==> src/rtl/instr_fetch_unit.sv <==
// instr_fetch_unit: PC/fetch FSM issuing one imem request per instruction, with redirect and in-flight discard
module instr_fetch_unit #(
  parameter logic [31:0] RESET_PC  = 32'h0000_0000,
  parameter logic [31:0] NOP_INSTR = 32'h0000_0013
) (
  input  logic        clk,
  input  logic        rst,
  output logic        imem_req,
  output logic [31:0] imem_addr,
  input  logic        imem_rvalid,
  input  logic [31:0] imem_rdata,
  input  logic        stall,
  input  logic        redirect_valid,
  input  logic [31:0] redirect_pc,
  output logic        if_valid,
  output logic [31:0] if_instr,
  output logic [31:0] if_pc,
  output logic [31:0] if_pc_plus4,
  output logic [4:0]  if_opcode,
  output logic [2:0]  if_funct3,
  output logic        if_illegal,
  output logic        fetch_misalign
);
  typedef enum logic [1:0] {FETCH, WAIT, HOLD} state_t;
  state_t      state_q, state_d;
  logic [31:0] pc_q, pc_d, if_instr_q, if_instr_d, if_pc_q, if_pc_d;
  logic        discard_q, discard_d, if_valid_q, if_valid_d, misalign_q, misalign_d;
  always_comb begin
    state_d    = state_q;
    pc_d       = pc_q;
    discard_d  = discard_q;
    if_valid_d = if_valid_q;
    if_instr_d = if_instr_q;
    if_pc_d    = if_pc_q;
    misalign_d = 1'b0;
    if (redirect_valid) begin
      pc_d       = {redirect_pc[31:2], 2'b00};
      misalign_d = |redirect_pc[1:0];
      if_valid_d = 1'b0;
      if_instr_d = NOP_INSTR;
      state_d    = (state_q == HOLD || (state_q == WAIT && imem_rvalid)) ? FETCH : WAIT;
      discard_d  = (state_q == FETCH) || (state_q == WAIT && !imem_rvalid);
    end else if (state_q == FETCH) begin
      state_d = WAIT;
    end else if (state_q == WAIT && imem_rvalid) begin
      state_d   = discard_q ? FETCH : HOLD;
      discard_d = 1'b0;
      if (!discard_q) begin
        if_instr_d = imem_rdata;
        if_pc_d    = pc_q;
        if_valid_d = 1'b1;
        pc_d       = pc_q + 32'd4;
      end
    end else if (state_q == HOLD && !stall) begin
      if_valid_d = 1'b0;
      if_instr_d = NOP_INSTR;
      state_d    = FETCH;
    end
  end
  always_ff @(posedge clk) begin
    if (rst) begin
      state_q    <= FETCH;
      pc_q       <= RESET_PC;
      discard_q  <= 1'b0;
      if_valid_q <= 1'b0;
      if_instr_q <= NOP_INSTR;
      if_pc_q    <= RESET_PC;
      misalign_q <= 1'b0;
    end else begin
      state_q    <= state_d;
      pc_q       <= pc_d;
      discard_q  <= discard_d;
      if_valid_q <= if_valid_d;
      if_instr_q <= if_instr_d;
      if_pc_q    <= if_pc_d;
      misalign_q <= misalign_d;
    end
  end
  assign imem_req       = (state_q == FETCH) && !rst;
  assign imem_addr      = pc_q;
  assign if_valid       = if_valid_q;
  assign if_instr       = if_instr_q;
  assign if_pc          = if_pc_q;
  assign if_pc_plus4    = if_pc_q + 32'd4;
  assign if_opcode      = if_instr_q[6:2];
  assign if_funct3      = if_instr_q[14:12];
  assign if_illegal     = if_valid_q && (if_instr_q[1:0] != 2'b11);
  assign fetch_misalign = misalign_q;
endmodule

==> config.mk <==
export PLATFORM = sky130hd
export DESIGN_NAME = instr_fetch_unit
export DESIGN_NICKNAME = d
export VERILOG_FILES = /design/src/rtl/instr_fetch_unit.sv
export SDC_FILE = /design/constraint.sdc
export NUM_CORES = 1
export LEC_CHECK = 0
export CAP_MARGIN = 30
export CORE_MARGIN = 2
export CORE_UTILIZATION = 42
export CTS_BUF_LIST = sky130_fd_sc_hd__clkbuf_4 sky130_fd_sc_hd__clkbuf_8 sky130_fd_sc_hd__clkbuf_16
export DETAILED_ROUTE_END_ITERATION = 12
export PLACE_DENSITY = 0.8
export SETUP_SLACK_MARGIN = 0.02
export SYNTH_ARGS = -nofsm -noshare
export SYNTH_HDL_FRONTEND = slang
export SYNTH_SLANG_ARGS = --single-unit
==> constraint.sdc <==
create_clock -name clk -period 2.4 [get_ports clk]
set_input_delay 0.36 -clock clk [delete_from_list [all_inputs] [get_ports clk]]
set_output_delay 0.36 -clock clk [all_outputs]
set_load 0.01 [all_outputs]
==> summary.txt, run 1 <==
GRT
  • First-pass GRT wire length: 22510 µm
  • All-Layer GR Usage: 24.03%
  • Initial antenna violation count: 0
  • GRT overflow: 0
  • Largest net degree at the start of global routing: 67
  • Number of global-route vias before repair: 4810

Layout
  • P&R area growth vs syn: 54.18%
  • Post-route cell area: 0.007149 mm²
  • # diodes: 0
  • Layout cells sized above 1: 13.60%
  • # nets final: 860

Drt
  • Wire per inst: 15.61 µm
  • Vias per cell: 5.339
  • Total wire length: 14580 µm
  • DRC violations left: 0
  • 1st-iter DRT viols: 247
  • Pre-antenna DRT Iters: 4
  • DRT antenna net count: 0
  • Via Count: 4987

Placement
  • Dpl cell area: 0.006969 mm²
  • IO Port Bufs: 202
  • Final GP Congestion: 0.8761
  • Final HPWL DP: 11080 µm
  • Pre-CTS setup slack: -0.1602 ns

Critical path
  • Critical path cell sequence: and4_4, nand4_1, buf_4, nor3_2, buf_4, nand4_1, xnor2_1, buf_2
  • Reg2reg start: imem_addr[4]$_SDFFE_PP0P_
  • CP bufs+invs: 3
  • R2R Setup Slk: 0.42 ns
  • Max FO, Critical Path: 5
  • CP Data Required Time: 2.04 ns
  • R2R depth: 5
  • Crit path DAT: 2.06 ns
  • R2R Path End: imem_addr[31]$_SDFFE_PP0P_
  • Worst path top cell family by delay: simple AND/OR/NAND/NOR gates
  • Max incr delay on CP: 0.37 ns
  • CP Launch Type: flop
  • Crit. End Element: output pin
  • Crit-path slowest cell: dfxtp_2
  • Crit Path Class: flop to output pin

Run
  • Max cap viols: 0

Logic synthesis
  • Synth warn: 0
  • EDFF count, synth: 0
  • Synth area leader: dfxtp_1
  • Synth async-reset ratio: 0%
  • Share of the synthesized area in the top cell type: 41.88%
  • Syn_area_per_cell: 8.135 µm²
  • Most numerous cell in the Yosys netlist: nand2_1
  • Top FF cell, synth: dfxtp_1
  • Synthesized area: 0.004637 mm²
  • Cells after Synth: 570
  • Most common library cells after synthesis: nand2_1 (101), dfxtp_1 (97), nor2_1 (65)
  • Dominant cells by area after synthesis: dfxtp_1 (42%), nand2_1 (8.2%), xnor2_1 (7.6%)
  • Yosys cell types: 50
  • Seq cells post-synth: 97
  • Seq/Total Area, Yosys: 41.88%

STA
  • Setup_tns: -0.02366 ns
  • Peak Freq: 0.4126 GHz
  • Slew @ Worst Pin: 0.6829 ns
  • Final setup fails: 1
  • Period utilisation layout: 101.0%
  • Clk_skew: 0.008873 ns
  • Hold Violations, Final: 0
  • Post-route setup slack: -0.02366 ns
  • Final Max Slew Viols: 0
  • Minimum clock period: 2.424 ns
  • RSZ-0062 raised after global routing: yes
  • Max_slew headroom: 54.47%

Floorplan
  • Total Die Area: 0.01190 mm²
  • Die H: 109.1 µm
  • Die W: 109.1 µm
  • Core ar.: 0.01079 mm²
  • Io pins: 209
  • Initial cell density of the core: 42.96%
  • FP Rows: 38

Clocking
  • Clk slew on worst S/H paths: 0.10 ns
  • CTS max path bufs: 2
  • H-tree depth: 3
  • Num CTS Buffers: 9
  • Worst skew pair latency: 0.37 ns
  • Root buffer cell: clkbuf_8
  • CTS Sinks: 97
  • CTS tree: done

Hold path
  • Critical hold path startpoint: if_pc[2]$_SDFFE_PP0P_
  • Hold WC Path Type: flop to flop
  • WHS Path Cells: 2
  • Hold endpoint: if_pc[2]$_SDFFE_PP0P_

Run status
  • Failing checks: setup timing
  • Outcome: finished with violations

Power and ir drop
  • Pwr Density: 474.8 mW/mm²
  • P_leak: 2.563 nW
  • Max VDD drop: 0.0002783 V
## area by class of cell
cell class	instances	area, µm²
multi-input cells	425	2481
clock buffers	12	165.2
fillers	878	3643
flip-flops and latches	97	1944
repair buffers	251	2315
clock inverters	4	50.05
well taps	140	175.2
inverters	5	18.77
## stage by stage
stage / utilization [%] / std cells / hold slack, ns / power [W]
2_1_floorplan: - / 575 / 0.4877 / 0.001987
3_3_place_gp: 64.43 / 915 / 0.4763 / 0.002280
6_report: 66.24 / 934 / 0.4933 / 0.003394
5_1_grt: 66.24 / 934 / 0.5114 / 0.003536
4_1_cts: 66.35 / 933 / 0.4946 / 0.003417
3_5_place_dp: 64.57 / 916 / 0.4868 / 0.002298
## worst max path at each step
stage | start | slack [ns] | end | cells after the start
CTS | if_pc[3]$_SDFFE_PP0P_ | -0.05 | if_pc_plus4[25] | 7
detailed placement | if_pc[3]$_SDFFE_PP0P_ | -0.16 | if_pc_plus4[25] | 7
global placement | if_pc[3]$_SDFFE_PP0P_ | -0.10 | if_pc_plus4[25] | 7
finish | if_pc[2]$_SDFFE_PP0P_ | -0.02 | if_pc_plus4[31] | 8
global route | if_pc[2]$_SDFFE_PP0P_ | -0.11 | if_pc_plus4[31] | 8
floorplan | if_pc[2]$_SDFFE_PP0P_ | 0.35 | if_pc_plus4[28] | 6
## where the power goes
part / leakage [nW] / switching (W) / total (W) / internal (W)
combinational: 1.67 / 0.000234 / 0.000525 / 0.000291
sequential: 0.792 / 0.0000698 / 0.00173 / 0.00166
clock: 0.105 / 0.000570 / 0.00114 / 0.000566
total: 2.56 / 0.000874 / 0.00339 / 0.00252
## sequential cells by signal, summed over array words and instances (netlist names)
name	cells
imem_addr	30
state_q	2
if_instr	32
if_pc	30
if_valid	1
fetch_misalign	1
discard_q	1
## timing repair
action / 4_1_cts / 5_1_grt
pin swaps: 5 / 6
hold endpoints to repair: 0 / 0
cloned: 0 / 0
resized for setup: 58 / 16
setup endpoints to repair: 24 / 17
setup buffers: 1 / 1
hold buffers: 0 / 0
## per-layer routing
layer	up-vias	global-route usage [%]	wire, µm
li1	2408	-	-
met1	2314	27.72	5767
met2	241	40.82	6960
met3	24	7.352	1535
met4	0	10.71	313
met5	-	0	0
## cells by family (layout without fill, tap and decap cells)
kind of cell               after synthesis  in the layout  synth area share (%)
adders and majority gates                2              2                0.5396
and+or+nand+nor                        260            260                 27.47
AOI/OAI and AO/OA                      105            105                 14.52
other                                    1              6               0.08087
buffers and inverters                   53            272                 5.666
muxes                                    1              1                0.2159
DFF                                     97             97                 41.88
xor gates and xnor gates                51             51                 9.633
## tightest hold or removal path, cell delays in order, from the launching register on
cell and delay, ns:
dfxtp_2 0.35, nand2_1 0.06, a21oi_1 0.05
## placed cells by master (no fill, tap or decap), types with 2 or more instances in the layout
cell type | netlist | layout
nand3_2 | 2 | 4
nand4_1 | 19 | 19
nor4_1 | 4 | 3
dfxtp_2 | 0 | 2
clkdlybuf4s15_2 | 0 | 2
or3_1 | 2 | 2
nor4_2 | 6 | 7
a211oi_1 | 17 | 17
nand2b_1 | 3 | 3
ha_1 | 2 | 2
buf_4 | 14 | 48
clkinvlp_4 | 0 | 2
o22ai_1 | 3 | 3
clkbuf_8 | 0 | 12
nand2_1 | 101 | 101
and3b_1 | 2 | 2
a21oi_1 | 41 | 41
xor2_1 | 11 | 11
nor2_2 | 0 | 2
nor2_1 | 65 | 63
clkdlybuf4s50_1 | 0 | 177
nand3_1 | 21 | 19
buf_2 | 2 | 9
dlygate4sd2_1 | 0 | 6
and4_1 | 9 | 8
xnor2_1 | 40 | 40
dfxtp_1 | 97 | 95
inv_1 | 4 | 4
nor3_1 | 12 | 11
conb_1 | 1 | 6
a22oi_1 | 29 | 29
o21ai_0 | 7 | 7
and3_1 | 4 | 4
clkbuf_2 | 1 | 7
Note: power is estimated with default switching activity, not from simulation.
==> run 2, diff against run 1 <==
- CTS_CLUSTER_SIZE: default -> 40
==> results of run 2 <==
Final layout, timing and power as in run 1 (identical DEF).
